**src/rtl/trig_pkg.sv**
```systemverilog
// trig_pkg: shared state encodings, op codes and float constants for trig_scheduler
package trig_pkg;
  typedef enum logic [1:0] {S_IDLE, S_LAUNCH, S_WAIT, S_RESPOND} state_t;
  localparam logic OP_SIN = 1'b0;
  localparam logic OP_COS = 1'b1;
  localparam logic [31:0] FLOAT_QNAN = 32'h7FC00000;
endpackage

```
**src/rtl/rr_arbiter.sv**
```systemverilog
// rr_arbiter: combinational round-robin pick starting at ptr+1, one-hot grant plus index
module rr_arbiter #(
  parameter int N = 4,
  localparam int IW = $clog2(N)
) (
  input  logic [N-1:0]  req,
  input  logic [IW-1:0] ptr,
  output logic [N-1:0]  gnt,
  output logic [IW-1:0] idx,
  output logic          any
);
  always_comb begin
    gnt = '0;
    idx = '0;
    any = 1'b0;
    for (int k = 1; k <= N; k++) begin
      if (!any && req[(int'(ptr) + k) % N]) begin
        any = 1'b1;
        gnt[(int'(ptr) + k) % N] = 1'b1;
        idx = IW'((int'(ptr) + k) % N);
      end
    end
  end
endmodule

```
**src/rtl/trig_scheduler.sv**
```systemverilog
// trig_scheduler: round-robin sharing of one trig datapath; define WATCHDOG_EN to abort hung jobs
module trig_scheduler
  import trig_pkg::*;
#(
  parameter int NREQ = 4,
  parameter int TIMEOUT = 64,
  localparam int IW = $clog2(NREQ)
) (
  input  logic              clk,
  input  logic              rst,
  input  logic [NREQ-1:0]   req_valid,
  input  logic [32*NREQ-1:0] req_angle,
  input  logic [NREQ-1:0]   req_op,
  output logic [NREQ-1:0]   req_ready,
  output logic              rsp_valid,
  input  logic              rsp_ready,
  output logic [IW-1:0]     rsp_id,
  output logic              rsp_op,
  output logic [31:0]       rsp_data,
  output logic              rsp_timeout,
  input  logic              pipe_ready,
  output logic              pipe_start,
  output logic [31:0]       pipe_angle,
  output logic              pipe_op,
  input  logic              pipe_done,
  input  logic [31:0]       pipe_result,
  output logic              pipe_abort
);
`ifdef WATCHDOG_EN
  localparam bit WD = 1'b1;
`else
  localparam bit WD = 1'b0;
`endif
  state_t state_q, state_d;
  logic [IW-1:0] ptr_q, ptr_d, id_q, id_d, gidx;
  logic [NREQ-1:0] gnt_q, gnt_d, gnt;
  logic [31:0] angle_q, angle_d, data_q, data_d;
  logic op_q, op_d, tmo_q, tmo_d, done_q, any, ev, wd_fire;
  logic [7:0] cnt_q, cnt_d;
  rr_arbiter #(.N(NREQ)) u_arb (.req(req_valid), .ptr(ptr_q), .gnt(gnt), .idx(gidx), .any(any));
  assign ev = pipe_done & ~done_q;
  assign wd_fire = WD && state_q == S_WAIT && cnt_q == 8'(TIMEOUT) && !ev;
  assign req_ready = state_q == S_LAUNCH ? gnt_q : '0;
  assign pipe_start = state_q == S_LAUNCH;
  assign pipe_angle = angle_q;
  assign pipe_op = op_q;
  assign pipe_abort = wd_fire;
  assign rsp_valid = state_q == S_RESPOND;
  assign rsp_id = id_q;
  assign rsp_op = op_q;
  assign rsp_data = data_q;
  assign rsp_timeout = tmo_q;
  always_comb begin
    state_d = state_q;
    ptr_d = ptr_q;
    id_d = id_q;
    gnt_d = gnt_q;
    angle_d = angle_q;
    op_d = op_q;
    data_d = data_q;
    tmo_d = tmo_q;
    cnt_d = cnt_q;
    case (state_q)
      S_IDLE: if (any && pipe_ready) begin
        state_d = S_LAUNCH;
        ptr_d = gidx;
        id_d = gidx;
        gnt_d = gnt;
        angle_d = req_angle[32*gidx +: 32];
        op_d = req_op[gidx];
      end
      S_LAUNCH: begin
        state_d = S_WAIT;
        cnt_d = '0;
      end
      S_WAIT: begin
        cnt_d = cnt_q + 8'd1;
        if (ev || wd_fire) begin
          state_d = S_RESPOND;
          data_d = ev ? pipe_result : FLOAT_QNAN;
          tmo_d = !ev;
        end
      end
      default: if (rsp_ready) state_d = S_IDLE;
    endcase
  end
  always_ff @(posedge clk) begin
    if (rst) begin
      state_q <= S_IDLE;
      ptr_q <= IW'(NREQ - 1);
      id_q <= '0;
      gnt_q <= '0;
      angle_q <= '0;
      op_q <= 1'b0;
      data_q <= '0;
      tmo_q <= 1'b0;
      cnt_q <= '0;
      done_q <= 1'b0;
    end else begin
      state_q <= state_d;
      ptr_q <= ptr_d;
      id_q <= id_d;
      gnt_q <= gnt_d;
      angle_q <= angle_d;
      op_q <= op_d;
      data_q <= data_d;
      tmo_q <= tmo_d;
      cnt_q <= cnt_d;
      done_q <= pipe_done;
    end
  end
endmodule

```
**config.mk**
```make
export PLATFORM = sky130hd
export DESIGN_NAME = trig_scheduler
export DESIGN_NICKNAME = d
export VERILOG_FILES = /design/src/rtl/trig_pkg.sv /design/src/rtl/rr_arbiter.sv /design/src/rtl/trig_scheduler.sv
export SDC_FILE = /design/constraint.sdc
export NUM_CORES = 1
export LEC_CHECK = 0
export BUFFER_PORTS_ARGS = -buffer_cell sky130_fd_sc_hd__buf_2
export CAP_MARGIN = 10
export CORE_MARGIN = 4
export CORE_UTILIZATION = 40
export CTS_CLUSTER_DIAMETER = 150
export CTS_CLUSTER_SIZE = 25
export DETAILED_ROUTE_END_ITERATION = 12
export GPL_TIMING_DRIVEN = 0
export HOLD_SLACK_MARGIN = 0.05
export PLACE_DENSITY = 0.8
export SETUP_SLACK_MARGIN = 0.15
export SKIP_CTS_REPAIR_TIMING = 1
export SYNTH_ARGS = -nofsm -noshare
export SYNTH_HDL_FRONTEND = slang
export SYNTH_HIERARCHICAL = 1
export SYNTH_SLANG_ARGS = --single-unit
```
**constraint.sdc**
```tcl
create_clock -name clk -period 6.1 [get_ports clk]
set_input_delay 0 -clock clk [delete_from_list [all_inputs] [get_ports clk]]
set_output_delay 0 -clock clk [all_outputs]
set_load 0.05 [all_outputs]
```
==> impl_metrics.toml <==
[status]
status = "finished, final reports clean"

[sta]
slew_violations = 0
fin_crit_ns = 3.81
hold_viol = 0
skew_ns = 0.00673
slew_headroom = 0.593
setup-tns-final_ns = 0
rsz0062_at_grt = "false"
worst_pin_slew_ns = 0.594
whs_ns = 0.0650
fin_crit_sh = 0.624
setup_violations = 0
fmax_mhz = 263

[layout]
fillers = 823
nNetsFinal = 882
finalInstanceArea_um2 = 6070
regArea_um2 = 1540
multi_input_area_um2 = 2310
final_core_util = 0.615
drive_gt1_frac = 0.456
area_delta_synth_final_pct = 47.9

[floorplan]
ios = 249
core_um2 = 9860
start_util = 0.416
std_cell_rows = 36
dieArea_um2 = 11900
die-height_um = 109
die_w_um = 109

[routing]
vias = 4593
via_per_inst = 5.48
first_pass_iters = 5
post-route-drc-count = 0
first_iter_violations = 395
post_drt_wl_per_cell_um = 18.5
routed_wl_um = 15500
final_antenna_net_count = 0

[critical_path]
worstPathMaxFanout = 10
cp.arrival_ns = 4.05
criticalPathCategory = "flop to flop"
cp.required_ns = 6.34
end_kind = "flop"
cp-start-kind = "flop"

[placement]
globalplace.congestion = 0.918
dp_hpwl_um = 11800
port-buffer-count = 245
placed_area_um2 = 5490

[cts]
clk_pin_slew_ns = 0.09
cts_made_buffers = 9
clockBufferDepth = 2
root_buffer = "clkbuf_8"
cts_tree = "done"
cts.sinks = 77
htree_levels = 3
clk_latency_ns = 0.35

[power]
leakage_nw = 2.87
power_w = 0.00241
power_density_nw_per_um2 = 397
ir_drop_mv = 0.212

[logic_synthesis]
ys_seq_elements = 77
syn_inst = 407
synth.cell_area_um2 = 4100
yosysSeqAreaShare = 0.376
synth.avg_cell_area_um2 = 10.1
synth_top_area_share = 0.376
yosysTopAreaCell = "dfxtp_1"
synth_nets = 593
yosysMostFrequentCell = "nand2_1"
synth_commonest_cells = "86 x nand2_1, 77 x dfxtp_1, 44 x a21oi_1"
synth_area_leaders = "dfxtp_1 38%, mux4_2 17%, nand2_1 7.9%, a22o_1 7.0%, a21oi_1 5.4%"
synth_cell_types = 41
synth-edff-count = 0
synth_flop_cell = "dfxtp_1"
ys_async_sr_fraction = 0
yosysWarnings = 6

[hold_path]
hp-class = "input port to flop"

[job]
cap_viol_max_count = 0

[global_routing]
grt_overflow = 0
grt_max_degree = 15
grt_pass1_vias = 4270
grt.total_usage = 0.230
antenna_found_initial = 3
grt_pass1_wl_um = 21200
## sequential cells by signal, indices dropped and copies added (netlist names)
name         count
rsp_data        32
rsp_id           2
pipe_op          1
state_q          2
ptr_q            2
done_q           1
pipe_angle      32
rsp_timeout      1
gnt_q            4
## power breakdown
part	internal (W)	switching, W
clock	0.000245	0.000199
sequential	0.000605	0.0000674
combinational	0.000508	0.000786
## final timing paths
check / from / to / slack [ns] / cells past startpoint
max: ptr_q[0] / pipe_angle[1] / 2.29 / 12
min: req_angle[69] / pipe_angle[5] / 0.06 / 3
max reg2reg: ptr_q[0] / pipe_angle[1] / 2.29 / 12
min reg2reg: rsp_data[31] / rsp_data[31] / 0.46 / 2
## through the flow
step,setup slack [ns],instances
finish,2.29,838
global route,2.07,836
CTS,2.31,801
detailed placement,2.35,785
global placement,2.44,785
floorplan,2.82,407
## cell usage in the layout, fill, tap and decap left out, drive strengths merged, types with 6 or more instances in the layout
cell	count
buf	269
nand2	86
dfxtp	77
a21oi	44
mux4	35
a22o	33
dlygate4sd3	33
clkbuf	23
ha	13
inv	12
nor2	8
nand2b	6
nand4	6
## cell type report
cell class | count | area share
multi-input cells | 283 | 0.381
well taps | 133 | 0.0274
plain buffers | 37 | 0.0349
flip-flops and latches | 77 | 0.254
diodes | 4 | 0.00165
clock buffers | 10 | 0.0227
clock inverters | 6 | 0.0155
inverters | 10 | 0.00619
repair buffers | 278 | 0.257
## layer usage
| metal | track usage | vias up | routed length [um] |
|---|---|---|---|
| li1 | - | 2083 | - |
| met1 | 0.258 | 2159 | 5480 |
| met2 | 0.409 | 286 | 8060 |
| met3 | 0.0622 | 63 | 1350 |
| met4 | 0.0962 | 2 | 629 |
| met5 | 0 | - | 12 |
## logic make-up after synthesis
logic type | synth area share
other cells | 0.000914
buf+inv | 0.0607
flops | 0.376
fa+ha+maj | 0.0397
simple gates | 0.139
mux | 0.211
compound gates | 0.173
## worst max-delay path, cell delays in order, from the launching register on
cell and delay, ns:
dfxtp_1 0.46, buf_6 0.18, buf_2 0.21, inv_1 0.13
ha_1 0.33, clkbuf_1 0.37, inv_1 0.24, a311o_1 0.32
a221oi_1 0.33, buf_6 0.20, buf_6 0.19, mux4_2 0.53
a22o_1 0.22
(Power assumes the default switching activity.)
